<file path="src/rtl/uart_arb_pkg.sv">
// Shared definitions for the UART TX write-port arbiter: FSM encoding,
// byte width and pointer wrap helper.
package uart_arb_pkg;

    localparam int DATA_W = 8;

    typedef enum logic {
        ARB_IDLE  = 1'b0,
        ARB_GRANT = 1'b1
    } arb_state_e;

    // Next round-robin start position after index idx, wrapping at modulus.
    function automatic int wrap_inc(input int idx, input int modulus);
        return (idx + 1 >= modulus) ? 0 : idx + 1;
    endfunction

endpackage

</file>
<file path="src/rtl/uart_arb_rr_picker.sv">
// Combinational rotate-search: first asserted valid bit at or above ptr,
// wrapping around, reported as both a one-hot vector and an index.
module uart_arb_rr_picker #(
    parameter int NUM_REQ = 4,
    parameter int IDX_W   = 2
) (
    input  logic [NUM_REQ-1:0] valid,
    input  logic [IDX_W-1:0]   ptr,
    output logic [NUM_REQ-1:0] pick_onehot,
    output logic [IDX_W-1:0]   pick_idx,
    output logic               any_valid
);

    logic found;

    always_comb begin
        int         sum;
        logic [IDX_W-1:0] cand_idx;
        found    = 1'b0;
        pick_idx = '0;
        sum      = 0;
        cand_idx = '0;
        for (int i = 0; i < NUM_REQ; i++) begin
            sum = int'(ptr) + i;
            if (sum >= NUM_REQ) begin
                sum = sum - NUM_REQ;
            end
            cand_idx = IDX_W'(sum);
            if (!found && valid[cand_idx]) begin
                found    = 1'b1;
                pick_idx = cand_idx;
            end
        end
    end

    assign any_valid = found;

    generate
        for (genvar gi = 0; gi < NUM_REQ; gi++) begin : g_onehot
            assign pick_onehot[gi] = found && (pick_idx == IDX_W'(gi));
        end
    endgenerate

endmodule

</file>
<file path="src/rtl/uart_tx_arbiter.sv">
// Round-robin packet arbiter sharing the UART TX FIFO write port among
// NUM_REQ requesters, with an idle timeout that reclaims a stalled grant.
module uart_tx_arbiter
    import uart_arb_pkg::*;
#(
    parameter int NUM_REQ      = 4,
    parameter int IDLE_TIMEOUT = 64
) (
    input  logic                      i_uart_arb_clk,
    input  logic                      i_uart_arb_rst,
    input  logic [NUM_REQ-1:0]        i_uart_arb_req_valid,
    input  logic [DATA_W*NUM_REQ-1:0] i_uart_arb_req_data,
    input  logic [NUM_REQ-1:0]        i_uart_arb_req_last,
    output logic [NUM_REQ-1:0]        o_uart_arb_req_ready,
    input  logic                      i_uart_arb_fifo_full,
    output logic [DATA_W-1:0]         o_uart_arb_tx_pdata,
    output logic                      o_uart_arb_tx_valid,
    output logic [NUM_REQ-1:0]        o_uart_arb_grant,
    output logic                      o_uart_arb_timeout
);

    localparam int IDX_W = (NUM_REQ > 1) ? $clog2(NUM_REQ) : 1;
    localparam int CNT_W = (IDLE_TIMEOUT > 1) ? $clog2(IDLE_TIMEOUT) : 1;

    arb_state_e         state_reg;
    logic [NUM_REQ-1:0] grant_reg;
    logic [IDX_W-1:0]   owner_idx_reg;
    logic [IDX_W-1:0]   rr_ptr_reg;
    logic [IDX_W-1:0]   rr_ptr_next;
    logic [CNT_W-1:0]   timeout_cnt_reg;
    logic               timeout_reg;

    logic [NUM_REQ-1:0] pick_onehot;
    logic [IDX_W-1:0]   pick_idx;
    logic               any_valid;

    logic [DATA_W-1:0]  req_data_arr [NUM_REQ];
    logic               in_grant;
    logic               owner_valid;
    logic               owner_last;
    logic [DATA_W-1:0]  owner_data;
    logic               xfer;

    generate
        for (genvar gi = 0; gi < NUM_REQ; gi++) begin : g_unpack
            assign req_data_arr[gi] = i_uart_arb_req_data[gi*DATA_W +: DATA_W];
        end
    endgenerate

    uart_arb_rr_picker #(
        .NUM_REQ (NUM_REQ),
        .IDX_W   (IDX_W)
    ) u_picker (
        .valid       (i_uart_arb_req_valid),
        .ptr         (rr_ptr_reg),
        .pick_onehot (pick_onehot),
        .pick_idx    (pick_idx),
        .any_valid   (any_valid)
    );

    assign in_grant    = (state_reg == ARB_GRANT);
    assign owner_valid = i_uart_arb_req_valid[owner_idx_reg];
    assign owner_last  = i_uart_arb_req_last[owner_idx_reg];
    assign owner_data  = req_data_arr[owner_idx_reg];
    assign rr_ptr_next = IDX_W'(wrap_inc(int'(owner_idx_reg), NUM_REQ));

    // Reset masks the strobes so a packet cut by reset never leaks a byte.
    assign xfer                = in_grant && owner_valid && !i_uart_arb_fifo_full
                                 && !i_uart_arb_rst;
    assign o_uart_arb_tx_valid = xfer;
    assign o_uart_arb_tx_pdata = in_grant ? owner_data : '0;

    generate
        for (genvar gi = 0; gi < NUM_REQ; gi++) begin : g_ready
            assign o_uart_arb_req_ready[gi] = grant_reg[gi] && !i_uart_arb_fifo_full
                                              && !i_uart_arb_rst;
        end
    endgenerate

    assign o_uart_arb_grant   = grant_reg;
    assign o_uart_arb_timeout = timeout_reg;

    always_ff @(posedge i_uart_arb_clk) begin
        if (i_uart_arb_rst) begin
            state_reg       <= ARB_IDLE;
            grant_reg       <= '0;
            owner_idx_reg   <= '0;
            rr_ptr_reg      <= '0;
            timeout_cnt_reg <= '0;
            timeout_reg     <= 1'b0;
        end else begin
            timeout_reg <= 1'b0;
            case (state_reg)
                ARB_IDLE: begin
                    timeout_cnt_reg <= '0;
                    if (any_valid) begin
                        state_reg     <= ARB_GRANT;
                        grant_reg     <= pick_onehot;
                        owner_idx_reg <= pick_idx;
                    end
                end
                ARB_GRANT: begin
                    if (xfer && owner_last) begin
                        state_reg       <= ARB_IDLE;
                        grant_reg       <= '0;
                        rr_ptr_reg      <= rr_ptr_next;
                        timeout_cnt_reg <= '0;
                    end else if (owner_valid) begin
                        // A full-FIFO stall with data pending is not idleness.
                        timeout_cnt_reg <= '0;
                    end else if (timeout_cnt_reg == CNT_W'(IDLE_TIMEOUT - 1)) begin
                        state_reg       <= ARB_IDLE;
                        grant_reg       <= '0;
                        rr_ptr_reg      <= rr_ptr_next;
                        timeout_cnt_reg <= '0;
                        timeout_reg     <= 1'b1;
                    end else begin
                        timeout_cnt_reg <= timeout_cnt_reg + 1'b1;
                    end
                end
                default: begin
                    state_reg <= ARB_IDLE;
                    grant_reg <= '0;
                end
            endcase
        end
    end

endmodule

</file>
<file path="config.mk">
export PLATFORM = sky130hd
export DESIGN_NAME = uart_tx_arbiter
export DESIGN_NICKNAME = d
export VERILOG_FILES = /design/src/rtl/uart_arb_pkg.sv /design/src/rtl/uart_arb_rr_picker.sv /design/src/rtl/uart_tx_arbiter.sv
export SDC_FILE = /design/constraint.sdc
export NUM_CORES = 1
export LEC_CHECK = 0
export ABC_AREA = 1
export BUFFER_PORTS_ARGS = -buffer_cell sky130_fd_sc_hd__buf_4
export CAP_MARGIN = 25
export CORE_MARGIN = 4
export CORE_UTILIZATION = 46
export DETAILED_ROUTE_END_ITERATION = 8
export PLACE_DENSITY = 0.78
export SLEW_MARGIN = 5
export SYNTH_ARGS = -nofsm -noshare
export SYNTH_HDL_FRONTEND = slang
export SYNTH_SLANG_ARGS = --single-unit
export TNS_END_PERCENT = 20
</file>
<file path="constraint.sdc">
create_clock -name i_uart_arb_clk -period 1.96 [get_ports i_uart_arb_clk]
set_input_delay 0.392 -clock i_uart_arb_clk [delete_from_list [all_inputs] [get_ports i_uart_arb_clk]]
set_output_delay 0.392 -clock i_uart_arb_clk [all_outputs]
set_load 0.01 [all_outputs]
</file>
==> results_dict.tcl <==
set metrics [dict create \
    outcome "finished, final reports clean" \
    power_density_mw_per_mm2 469.7 \
    maxSlewHeadroom_pct 82.33 \
    multi_input_area_um2 932.1 \
    ir_drop_mv 0.4036 \
    clock_path_buffers 2 \
    rsz0062_at_grt "false" \
    swShare_pct 32.37 \
    finalSetupTns_ns 0 \
    yosys_warnings 0 \
    arrival_ns 1.39 \
    syn-cell-area_mm2 0.001380 \
    initial_utilization_pct 49.20 \
    drtIter0Drc 101 \
    grt_pass1_vias 1527 \
    final_max_slew_viol_count 0 \
    core_area_mm2 0.002805 \
    post-route-period-util_pct 90.96 \
    nNetsFinal 349 \
    fmax_mhz 560.9 \
    drc 0 \
    avgSynthCellArea_um2 5.726 \
    rows 19 \
    overflow 0 \
    required_ns 1.57 \
    drt_pass1_iterations 4 \
    synth_top_area_share_pct 23.21 \
    portBuffers 60 \
    fillers 274 \
    holdPathEnd "owner_idx_reg[1]$_SDFFE_PP0P_" \
    ys_types 30 \
    layout.area.seq_um2 325.3 \
    drt-wirelength-per-cell_um 11.83 \
    worstSetupStartpointType "register" \
    synth_area_leaders "dfxtp_1 (23%), nand2_1 (17%), nor2_1 (15%), o21ai_0 (6.5%), nand3_1 (5.1%)" \
    intPower_uw 608.8 \
    routed_via_density 5.069 \
    ff2ff_path_depth 10 \
    syn-instance-count 241 \
    synth_commonest_cells "nand2_1 (61), nor2_1 (55), o21ai_0 (18)" \
    power.switching_uw 291.4 \
    synth.most_common_cell "nand2_1" \
    pwr-share-comb_pct 36.8 \
    die_w_um 62.78 \
    grt_pass1_wl_um 6810 \
    drive_gt1_share_pct 32.67 \
    cap_violations 0 \
    detailed_place_hpwl_um 3122 \
    antenna_left 0 \
    postCtsSetupBuffers 0 \
    skew_ns 0.002092 \
    cts-root-buf "clkbuf_4" \
    routed_wl_um 3952 \
    report.power.total_uw 900.3 \
    diodes 0 \
    power_frac_seq_pct 39.0 \
    antenna_found_initial 0 \
    setup_ws_ns 0.1771 \
    clk_pin_slew_ns 0.09 \
    syn_nets 286 \
    min_path_cells 2 \
    critPathMaxFanout 7 \
    vias 1693 \
    clkPwrFrac_pct 24.2 \
    io_pins 61 \
    synth_seq_cells 16 \
    clock_latency_ns 0.28 \
    grtUsageTotal_pct 20.56 \
    crit_type "reg2out" \
    grt_max_degree 13 \
    regToRegEndpoint "o_uart_arb_grant[0]$_SDFFE_PP0P_" \
    synth_top_area_cell "dfxtp_1" \
    reg2reg_slack_ns 0.41 \
    holdCritPathClass "in2reg" \
    die_h_um 62.78 \
    finalHoldViolations 0 \
    syn_to_final_growth_pct 38.89 \
    worstHoldStart "i_uart_arb_rst" \
    worst_pin_slew_ns 0.2647 \
    cp-end-kind "output port" \
    largest_reg_flops 6 \
    htreeDepth 1 \
    reg2reg_from "rr_ptr_reg[0]$_SDFFE_PP0P_" \
    place.gp.congestion 0.9129 \
    pre_cts_slack_ns 0.2591 \
    fin_crit_ns 1.783 \
    synth-edff-count 0 \
    die_area_mm2 0.003941 \
    synth-main-ff-cell "dfxtp_1" \
    ys_seq_area_share_pct 23.21 \
    leakagePower_uw 0.0009785 \
    numCtsBuffers 3 \
    setup_viol 0 \
    synthArstFlopShare_pct 0 \
    clock-sinks 16 \
    tritoncts "built" \
]
==> cells in the final DEF, fill, tap and decap left out, drive strengths merged <==
cell type,netlist,final
dfxtp,16,16
xor2,2,2
inv,20,20
o211ai,1,1
nor2,57,57
or3,1,1
nand4,4,4
o21ai,21,21
clkinvlp,0,1
nand3,15,15
xnor2,1,1
clkbuf,2,4
a21boi,1,1
nand2,74,74
buf,6,66
o22ai,1,1
a21oi,12,12
nor3,4,4
ha,2,2
==> critical path, stage by stage (launching register included) <==
cell and delay [ns]:
dfxtp_1 0.38, buf_4 0.17, nand3_1 0.08, nand2_1 0.10
inv_1 0.06, nor3_1 0.16, buf_4 0.16
==> cell families after synthesis <==
logic type                 Yosys count  synth area share [%]
buffers and inverters               29                 9.247
adders and majority gates            2                 1.813
and+or+nand+nor                    155                 48.96
AOI/OAI and AO/OA                   36                 14.87
xor gates and xnor gates             3                 1.904
DFF                                 16                 23.21
==> worst max-delay path by stage <==
| stage | from | end | slack, ns | depth (start not counted) |
|---|---|---|---|---|
| 2_1_floorplan | owner_idx_reg[0]$_SDFFE_PP0P_ | o_uart_arb_tx_pdata[2] | 0.37 | 6 |
| 3_3_place_gp | rr_ptr_reg[0]$_SDFFE_PP0P_ | o_uart_arb_grant[0]$_SDFFE_PP0P_ | 0.26 | 11 |
| 3_5_place_dp | rr_ptr_reg[0]$_SDFFE_PP0P_ | o_uart_arb_grant[0]$_SDFFE_PP0P_ | 0.26 | 11 |
| 4_1_cts | owner_idx_reg[0]$_SDFFE_PP0P_ | o_uart_arb_tx_pdata[4] | 0.01 | 6 |
| 5_1_grt | owner_idx_reg[0]$_SDFFE_PP0P_ | o_uart_arb_tx_valid | 0.005 | 7 |
| 6_report | owner_idx_reg[1]$_SDFFE_PP0P_ | o_uart_arb_tx_valid | 0.18 | 6 |
==> through the flow <==
| stage | hold WS (ns) | instance area [um^2] | util [%] | cells |
|---|---|---|---|---|
| 2_1_floorplan | 0.4175 | 1380 | - | 241 |
| 3_3_place_gp | 0.4336 | 1868 | 66.59 | 330 |
| 3_5_place_dp | 0.4434 | 1868 | 66.59 | 330 |
| 4_1_cts | 0.3217 | 1904 | 67.89 | 334 |
| 5_1_grt | 0.3202 | 1917 | 68.33 | 334 |
| 6_report | 0.3297 | 1917 | 68.33 | 334 |
==> layer usage <==
metal  track usage [%]  wire length [um]  vias to the layer above
met5                 0                 0                        -
met4             1.653                 8                        0
met3             5.576               336                        2
met2             34.49              1789                       62
met1             27.34              1817                      739
li1                  -                 -                      890
==> power by group through the flow <==
stage / clock (uW) / combinational [uW] / sequential (uW)
2_1_floorplan: 0 / 184 / 356
3_3_place_gp: 0 / 326 / 357
3_5_place_dp: 0 / 329 / 358
4_1_cts: 226 / 331 / 350
5_1_grt: 241 / 371 / 354
6_report: 218 / 331 / 351
==> layout make-up <==
cell class | count | share of cell area, %
Timing Repair Buffer | 66 | 26.04
Sequential cell | 16 | 16.97
Tap cell | 31 | 2.023
Multi-Input combinational cell | 196 | 48.63
Inverter | 21 | 4.439
Clock buffer | 4 | 1.893
==> timing repair <==
action	CTS	global route
endpoints found under the setup margin	0	10
gates resized for setup	0	5
endpoints found under the hold margin	0	0
hold buffers	0	0
Power figures use the tool's default switching activity.
